<file path="src/rtl/sdram_pkg.sv">
// Shared definitions for the SDRAM request queue: command encodings,
// address field layout and the issue FSM state type.
package sdram_pkg;

    localparam int unsigned ADDR_W = 25;
    localparam int unsigned DATA_W = 16;
    localparam int unsigned REQ_W  = 1 + ADDR_W + DATA_W;

    // Address layout: {row, bank, col}
    localparam int unsigned ROW_MSB  = 24;
    localparam int unsigned ROW_LSB  = 12;
    localparam int unsigned BANK_MSB = 11;
    localparam int unsigned BANK_LSB = 10;
    localparam int unsigned COL_MSB  = 9;
    localparam int unsigned COL_LSB  = 0;

    // {cs_n, ras_n, cas_n, we_n}
    typedef enum logic [3:0] {
        CmdLoad      = 4'b0000,
        CmdRefresh   = 4'b0001,
        CmdPrecharge = 4'b0010,
        CmdActive    = 4'b0011,
        CmdWrite     = 4'b0100,
        CmdRead      = 4'b0101,
        CmdNop       = 4'b0111
    } sdram_cmd_e;

    typedef enum logic [1:0] {
        StIdle  = 2'd0,
        StIssue = 2'd1,
        StResp  = 2'd2
    } queue_state_e;

    function automatic logic [REQ_W-1:0] pack_req(input logic              we,
                                                  input logic [ADDR_W-1:0] addr,
                                                  input logic [DATA_W-1:0] wdata);
        return {we, addr, wdata};
    endfunction

endpackage

</file>
<file path="src/rtl/sdram_req_fifo.sv">
// Request FIFO: DEPTH entries of WIDTH bits, registered count, head visible on dout.
module sdram_req_fifo #(
    parameter int unsigned WIDTH = 42,
    parameter int unsigned DEPTH = 4
) (
    input  logic                       clk,
    input  logic                       reset_n,
    input  logic                       push,
    input  logic                       pop,
    input  logic [WIDTH-1:0]           din,
    output logic [WIDTH-1:0]           dout,
    output logic                       full,
    output logic                       empty,
    output logic [$clog2(DEPTH):0]     count
);

    localparam int unsigned PTR_W = $clog2(DEPTH);
    localparam int unsigned CNT_W = PTR_W + 1;
    localparam logic [PTR_W-1:0] PTR_ONE   = PTR_W'(1);
    localparam logic [CNT_W-1:0] CNT_ONE   = CNT_W'(1);
    localparam logic [CNT_W-1:0] CNT_DEPTH = CNT_W'(DEPTH);

    logic [WIDTH-1:0] mem_q [DEPTH];
    logic [PTR_W-1:0] wr_ptr_q, wr_ptr_d;
    logic [PTR_W-1:0] rd_ptr_q, rd_ptr_d;
    logic [CNT_W-1:0] count_q, count_d;
    logic             push_ok, pop_ok;

    assign full    = (count_q == CNT_DEPTH);
    assign empty   = (count_q == '0);
    assign count   = count_q;
    assign dout    = mem_q[rd_ptr_q];
    assign push_ok = push && !full;
    assign pop_ok  = pop && !empty;

    always_comb begin
        wr_ptr_d = wr_ptr_q;
        rd_ptr_d = rd_ptr_q;
        count_d  = count_q;
        // DEPTH is a power of two, so pointer overflow is the modulo wrap.
        if (push_ok) wr_ptr_d = wr_ptr_q + PTR_ONE;
        if (pop_ok)  rd_ptr_d = rd_ptr_q + PTR_ONE;
        unique case ({push_ok, pop_ok})
            2'b10:   count_d = count_q + CNT_ONE;
            2'b01:   count_d = count_q - CNT_ONE;
            default: count_d = count_q;
        endcase
    end

    always_ff @(posedge clk) begin
        if (!reset_n) begin
            wr_ptr_q <= '0;
            rd_ptr_q <= '0;
            count_q  <= '0;
        end else begin
            wr_ptr_q <= wr_ptr_d;
            rd_ptr_q <= rd_ptr_d;
            count_q  <= count_d;
        end
    end

    // Storage needs no reset: count gates every read of it.
    always_ff @(posedge clk) begin
        if (push_ok) mem_q[wr_ptr_q] <= din;
    end

endmodule

</file>
<file path="src/rtl/sdram_req_queue.sv">
// Queues user read/write requests and issues them one at a time to an SDRAM
// controller, holding each command for HOLD_CYC cycles and returning read data.
module sdram_req_queue
    import sdram_pkg::*;
#(
    parameter int unsigned DEPTH    = 4,
    parameter int unsigned HOLD_CYC = 3,
    parameter int unsigned RD_LAT   = 3
) (
    input  logic              clk,
    input  logic              reset_n,
    input  logic              req_valid,
    output logic              req_ready,
    input  logic              req_we,
    input  logic [ADDR_W-1:0] req_addr,
    input  logic [DATA_W-1:0] req_wdata,
    output logic              rsp_valid,
    output logic [DATA_W-1:0] rsp_data,
    input  logic              mem_ready,
    output logic              mem_rd,
    output logic              mem_wr,
    output logic [ADDR_W-1:0] mem_addr,
    output logic [DATA_W-1:0] mem_wdata,
    input  logic [DATA_W-1:0] mem_rdata,
    output logic              busy
);

    localparam int unsigned CNT_W  = $clog2(DEPTH) + 1;
    localparam int unsigned HOLD_W = $clog2(HOLD_CYC);
    localparam logic [HOLD_W-1:0] HOLD_ONE  = HOLD_W'(1);
    localparam logic [HOLD_W-1:0] HOLD_LAST = HOLD_W'(HOLD_CYC - 1);
    localparam logic [HOLD_W-1:0] RD_CAP    = HOLD_W'(RD_LAT - 1);

    queue_state_e      state_q, state_d;
    logic [HOLD_W-1:0] hold_q, hold_d;
    logic              iss_we_q, iss_we_d;
    logic [ADDR_W-1:0] iss_addr_q, iss_addr_d;
    logic [DATA_W-1:0] iss_wdata_q, iss_wdata_d;
    logic [DATA_W-1:0] rsp_data_q, rsp_data_d;

    logic              fifo_push, fifo_pop, fifo_full, fifo_empty;
    logic [REQ_W-1:0]  fifo_dout;
    logic [CNT_W-1:0]  fifo_count;
    logic              head_we;
    logic [ADDR_W-1:0] head_addr;
    logic [DATA_W-1:0] head_wdata;

    assign req_ready = !fifo_full;
    assign fifo_push = req_valid && req_ready;
    assign {head_we, head_addr, head_wdata} = fifo_dout;

    sdram_req_fifo #(
        .WIDTH (REQ_W),
        .DEPTH (DEPTH)
    ) u_fifo (
        .clk     (clk),
        .reset_n (reset_n),
        .push    (fifo_push),
        .pop     (fifo_pop),
        .din     (pack_req(req_we, req_addr, req_wdata)),
        .dout    (fifo_dout),
        .full    (fifo_full),
        .empty   (fifo_empty),
        .count   (fifo_count)
    );

    always_comb begin
        state_d     = state_q;
        hold_d      = hold_q;
        iss_we_d    = iss_we_q;
        iss_addr_d  = iss_addr_q;
        iss_wdata_d = iss_wdata_q;
        rsp_data_d  = rsp_data_q;
        fifo_pop    = 1'b0;
        unique case (state_q)
            StIdle: begin
                if (!fifo_empty && mem_ready) begin
                    fifo_pop    = 1'b1;
                    iss_we_d    = head_we;
                    iss_addr_d  = head_addr;
                    iss_wdata_d = head_wdata;
                    hold_d      = '0;
                    state_d     = StIssue;
                end
            end
            StIssue: begin
                if (!iss_we_q && (hold_q == RD_CAP)) rsp_data_d = mem_rdata;
                // mem_ready is deliberately ignored here; a started command always completes.
                if (hold_q == HOLD_LAST) begin
                    hold_d  = '0;
                    state_d = iss_we_q ? StIdle : StResp;
                end else begin
                    hold_d = hold_q + HOLD_ONE;
                end
            end
            StResp: begin
                state_d = StIdle;
            end
            default: begin
                state_d = StIdle;
                hold_d  = '0;
            end
        endcase
    end

    always_ff @(posedge clk) begin
        if (!reset_n) begin
            state_q     <= StIdle;
            hold_q      <= '0;
            iss_we_q    <= 1'b0;
            iss_addr_q  <= '0;
            iss_wdata_q <= '0;
            rsp_data_q  <= '0;
        end else begin
            state_q     <= state_d;
            hold_q      <= hold_d;
            iss_we_q    <= iss_we_d;
            iss_addr_q  <= iss_addr_d;
            iss_wdata_q <= iss_wdata_d;
            rsp_data_q  <= rsp_data_d;
        end
    end

    assign mem_rd    = (state_q == StIssue) && !iss_we_q;
    assign mem_wr    = (state_q == StIssue) && iss_we_q;
    assign mem_addr  = iss_addr_q;
    assign mem_wdata = iss_wdata_q;
    assign rsp_valid = (state_q == StResp);
    assign rsp_data  = rsp_data_q;
    assign busy      = (state_q != StIdle) || (fifo_count != '0);

endmodule
</file>
<file path="config.mk">
export PLATFORM = sky130hd
export DESIGN_NAME = sdram_req_queue
export DESIGN_NICKNAME = d
export VERILOG_FILES = /design/src/rtl/sdram_pkg.sv /design/src/rtl/sdram_req_fifo.sv /design/src/rtl/sdram_req_queue.sv
export SDC_FILE = /design/constraint.sdc
export NUM_CORES = 1
export LEC_CHECK = 0
export ABC_AREA = 1
export BUFFER_PORTS_ARGS = -buffer_cell sky130_fd_sc_hd__buf_4
export CAP_MARGIN = 10
export CORE_AREA = 8 8 187 136
export DETAILED_ROUTE_END_ITERATION = 8
export DIE_AREA = 0 0 195 144
export PLACE_DENSITY = 0.56
export SYNTH_ARGS = -nofsm -noshare
export SYNTH_HDL_FRONTEND = slang
export SYNTH_SLANG_ARGS = --single-unit
</file>
<file path="constraint.sdc">
create_clock -name clk -period 7.9 [get_ports clk]
set_input_delay 0.395 -clock clk [delete_from_list [all_inputs] [get_ports clk]]
set_output_delay 0.395 -clock clk [all_outputs]
set_load 0.1 [all_outputs]
</file>
# Yosys cells after proc, flatten, opt, wreduce, memory -nomap -nowiden
# Memory sizes are Yosys's and may differ from the RTL's. A register that Yosys moved wholly into a read port is not among the register bits.
# Cells that the tools add are included.
word_totals:
  reg_bits: 27
  mem_bits_rw: 168
  input_bits: 62
  out_inout_bits: 62
  memories: 1
memory_table:
  columns: ["name", "depth", "width", "rd", "rd_ports_with_merged_regs", "wr", "line_no", "rtl"]
  rows:
  - ["u_fifo.mem_q", 4, 42, 1, 1, 1, "sdram_req_fifo.sv:23", "logic [WIDTH-1:0] mem_q [DEPTH];"]
classes:
  n_addsub: 5
  eq_ne: 8
  mux: 12
  n_bitwise: 1
  reduce_logical: 21
op_table:
  columns: ["cell", "n"]
  rows:
  - ["2-bit 2-to-1 mux", 5]
  - ["2-bit AND reduction", 4]
  - ["1-bit logical AND", 7]
  - ["2-bit by 1-bit adder with 2-bit output, second input constant", 3]
  - ["2-bit == test, second input constant", 3]
  - ["2-bit one-hot mux with 3 select lines", 1]
  - ["3-bit one-hot mux with 2 select lines", 1]
  - ["2-bit by 1-bit == test with 1-bit output, second input constant", 2]
  - ["1-bit zero test", 4]
  - ["1-bit 2-to-1 mux", 4]
  - ["2-bit inequality test, second input constant", 2]
  - ["2-bit one-hot mux with 2 select lines", 1]
  - ["2-bit nonzero test", 2]
  - ["3-bit by 1-bit adder with 3-bit output, second input constant", 1]
  - ["3-bit == test, second input constant", 1]
  - ["3-bit zero test", 1]
  - ["3-bit nonzero test", 1]
  - ["3-bit by 1-bit subtractor with 3-bit output, second input constant", 1]
  - ["2-bit zero test", 1]
  - ["1-bit logical OR", 1]
  - ["1-bit inverter", 1]

# Logic depth before layout (Yosys ltp)
depth:
  depth_word: 8
  mapped_depth: 13
  mapped_depth_nobuf: 12

# Modules after synthesis
# From an unflattened synthesis, not the netlist that was laid out.
hier_totals:
  hier_cells: 797
  area_unflattened_um2: 9090.0
modules_own_cells:
  columns: ["module", "n_inst", "cells_per_inst", "area_each_um2", "seq_area_each_um2"]
  rows:
  - ["sdram_req_fifo", 1, 476, 6700.2, 5225.0]
  - ["sdram_req_queue", 1, 321, 2389.8, 1241.2]

# Worst setup path after synthesis
# No wires, ideal clock.
synth_timing:
  path_kind: "flip-flop to flip-flop"
  startpoint: "register u_fifo.count_q[0], in the netlist u_fifo.count[0]"
  endpoint: "memory u_fifo.mem_q[0][0], enable pin"
  setup_time_ns: 0.442
  t_arrival_ns: 3.278
  setup_slack_ns: 4.181
  path_stages_with_launch: 5
  n_path_buf: 0
  path_cell_list: "dfxtp_1 nor2_2 nand2_1 nand2_1 nor2_1"
synth_via:
  elab_chain_cells: 6
synth_lines:
  columns: ["item", "line_no", "rtl"]
  rows:
  - ["start: declaration", "sdram_req_fifo.sv:26", "logic [CNT_W-1:0] count_q, count_d;"]
  - ["start signal: assignment", "sdram_req_fifo.sv:58", "count_q <= count_d;"]
  - ["3-bit == test (*)", "sdram_req_fifo.sv:29", "assign full = (count_q == CNT_DEPTH);"]
  - ["1-bit zero test (*)", "sdram_req_queue.sv:48", "assign req_ready = !fifo_full;"]
  - ["named net req_ready", "sdram_req_queue.sv:13", "output logic req_ready,"]
  - ["1-bit logical AND", "sdram_req_queue.sv:49", "assign fifo_push = req_valid && req_ready;"]
  - ["1-bit logical AND (*)", "sdram_req_fifo.sv:33", "assign push_ok = push && !full;"]
  - ["1-bit 2-to-1 mux (*)", "sdram_req_fifo.sv:64", "if (push_ok) mem_q[wr_ptr_q] <= din;"]
  - ["1-bit 2-to-1 mux (not written as such) (*)", "sdram_req_fifo.sv:64", null]
  - ["end: declaration", "sdram_req_fifo.sv:23", null]
# The timed path passes the listed nets; every way through them passes the cells marked *.

==> impl_summary.md <==
Timing
Setup repair after global routing left no endpoint under its margin. Headroom to the max-slew limit came out at 0.351. The number of pins exceeding their max-slew limit in the final report is 0. The number of endpoints with negative hold slack in the final report is 0. For this run, the top clock speed supported by timing is 395 MHz. The setup TNS is 0 ns.

The post-route clock period utilization is 0.320. The actual slew at the worst max-slew pin is between 0.9 and 1 ns. The minimum clock period is 2.53 ns. Setup violations remaining at the end of the flow were counted as 0.

For the final database, setup skew stands at 0.0125 ns.

Placed design
In this run the tool buffered the top-level ports with 123 buffer cells. The half-perimeter wire length of the detailed placement result is between 10000 and 15000 um. Routability-driven placement finished with a final weighted congestion of 0.728. The instance area after placement is ~10000 sq um.

Die
The horizontal die dimension is ~200 um. The floorplan has 47 rows. The die covers 28100 sq um. In this run the count of I/O pins placed on the die edge is approximately 120. From bottom edge to top edge, the die measures 144 um. The initial core utilization is 0.386. In this run the standard cell core region covers 22800 sq um.

Clock network
The sink count of the clock tree is 237. The number of hold-repair buffers added at the cts stage is 0. Buffers added to address setup during post-CTS repair amount to 0. The longest clock path from root to sink contains 3 buffers. The cell at the root of the clock tree is clkbuf_16.

At the later pin of the worst-skew pair, clock insertion delay measures approximately 0.51 ns. After clock tree synthesis, the clock-pin slew on the worst setup and hold paths is 0.06 ns. The post-CTS resize count is 0. The CTS tree is built. The level count of the clock H-tree is 1. TritonCTS created 23 clock buffers.

Setup path
The worst setup path is captured at a register. Of all nets on the critical path, the largest fanout is 86. The arrival time at the worst endpoint is 2.93 ns. The kind of start point of the critical path is a register.

STA puts the critical path data required time at 8.30 ns. The worst setup path is of the reg -> reg kind.

Routing
The mean number of vias per cell is 4.89. The number of detailed-routing iterations run before antenna repair is 4. The DRC marker count from the first detailed-route iteration is 339. Summed over all layers, the routed wires come to 20800 um. The final route contains roughly 5700 vias.

The post-detailed-route DRC marker count is 0. In this run the remaining antenna-violating nets after routing total 0. After detailed routing, the average wire length per cell comes to around 18 um.

Synthesis
The most used flip-flop cell after synthesis is edfxtp_1. The post-synthesis async set-or-reset flop share is 0. The cell type with the highest aggregate area in the netlist is edfxtp_1.

The count of different cell masters after synthesis is 23. The most common cell in the netlist is nor2_1. The cell count after synthesis came out at 745. The post-synthesis sequential element count is 237. The post-synth net total is 813.

The area of the mapped netlist is a little under 9000 sq um. The count of flip-flops with a built-in enable after synthesis is 168. For this run, the register share of the synthesized area comes to 0.729. The area share of the leading cell type in the synthesized netlist is 0.572. In the post-synthesis netlist, the biggest area contributors are edfxtp_1 57%, dfxtp_1 16%, nor2_1 8.6%. The number of warnings reported in the yosys synthesis log is 0. Ranked by instance count, the synthesized netlist is headed by 202 x nor2_1, 168 x edfxtp_1, 124 x o21ai_0, 69 x dfxtp_1, 42 x o22ai_1. The average cell area after synthesis is 11.8 sq um.

Power and ir drop
The static leakage power is 3.95 nW. The total power density per cell area is ~370 nW/um^2. The maximum vdd drop is 0.000277 V.

Finish
The total number of nets in the final design is 924. In the final layout, the share of cells above drive strength 1 is 0.210. The final antenna diode count is 0.

Compared with the post-synthesis result, the final layout area differs by 20.5%. After routing the design area is 10600 sq um.

Global route
The number of antenna violations at the first check in global routing is 1. The aggregate global routing overflow is 0. The number of global-route vias before repair was 5810. The global router's overall resource usage is 0.148. The first global-routing pass estimated 33000 um of wire. The largest net degree at the start of global routing is 87.

Run status
The run finished with clean final reports.

Job
The number of violations of the max-capacitance limit is 0.

Worst hold path
The class of the tightest hold or removal check is in -> reg.
## cell families (layout without fill, tap and decap cells)
| group | count (synthesis) | count (layout) | share of synthesized area |
|---|---|---|---|
| DFF | 237 | 237 | 0.729 |
| AOI/OAI and AO/OA | 201 | 201 | 0.120 |
| buffers and inverters | 69 | 196 | 0.0369 |
| adders and majority gates | 6 | 6 | 0.00937 |
| and+or+nand+nor | 232 | 232 | 0.104 |
## flip-flops by register name, indices dropped and copies added (netlist names)
name,count
u_fifo.mem_q,168
u_fifo.count,3
iss_we_q,1
rsp_data,16
mem_wdata,16
state_q,2
u_fifo.wr_ptr_q,2
hold_q,2
u_fifo.rd_ptr_q,2
mem_addr,25
## report_power, final
group          internal, W  switching (W)
combinational     0.000289        0.00105
sequential         0.00151       0.000133
clock             0.000535       0.000443
total              0.00233        0.00162
## routing by layer
metal  vias to the layer above  part of all wire  track usage  wire, um
li1                       2841                 -            -         -
met1                      2692              0.50        0.210     10400
met2                       140              0.43        0.227      8900
met3                        32             0.054       0.0360      1130
met4                         2             0.020       0.0330       412
met5                         -           0.00062            0        13
## per-stage QoR
| step | total power [W] | setup slack (ns) | util | cells | hold slack, ns |
|---|---|---|---|---|---|
| 2_1_floorplan | 0.00268 | 4.18 | - | 745 | 0.452 |
| 3_3_place_gp | 0.00301 | 5.40 | 0.437 | 1125 | 0.473 |
| 3_5_place_dp | 0.00302 | 5.35 | 0.437 | 1125 | 0.477 |
| 4_1_cts | 0.00400 | 5.34 | 0.465 | 1166 | 0.0617 |
| 5_1_grt | 0.00415 | 5.11 | 0.465 | 1166 | 0.0639 |
| 6_report | 0.00396 | 5.37 | 0.465 | 1166 | 0.0797 |
## cells in the final DEF, fill, tap and decap left out, types with 3 or more instances in the layout
| cell type | synthesis | routed |
|---|---|---|
| nor2_4 | 0 | 4 |
| o22ai_1 | 42 | 42 |
| nor2_1 | 202 | 198 |
| nand3_1 | 3 | 3 |
| nor2_2 | 10 | 10 |
| dfxtp_1 | 69 | 67 |
| buf_4 | 9 | 130 |
| inv_1 | 22 | 21 |
| a21oi_1 | 9 | 9 |
| nand2_1 | 14 | 14 |
| o21ai_1 | 26 | 26 |
| clkbuf_16 | 0 | 23 |
| clkinv_1 | 0 | 5 |
| clkinv_2 | 0 | 6 |
| inv_2 | 2 | 3 |
| o21ai_0 | 124 | 124 |
| edfxtp_1 | 168 | 168 |
| ha_1 | 5 | 5 |
| clkbuf_1 | 20 | 6 |
## worst paths after layout
check | from | endpoint | slack [ns] | cells past startpoint
hold / removal | req_addr[13] | u_fifo.mem_q[0][29] | 0.08 | 1
setup reg to reg | u_fifo.rd_ptr_q[0] | mem_wdata[4] | 5.37 | 6
setup / recovery | u_fifo.rd_ptr_q[0] | mem_wdata[4] | 5.37 | 6
hold reg to reg | hold_q[1] | hold_q[1] | 0.48 | 2
## area by class of cell
class	count	area [sq um]
clock buffer	29	598
clock inverter	12	57.6
fill	2107	12200
inverter	25	96.3
multi-input combinational	439	2090
sequential	237	6430
tap	294	368
timing repair buffer	130	976
## critical path, cell delays in order (launching register included)
cell and delay [ns]:
dfxtp_4 0.96, inv_2 0.52, buf_4 0.43, o21ai_0 0.24, o22ai_1 0.09, nor2_1 0.09
nor2_1 0.05
Power figures use the tool's default switching activity.
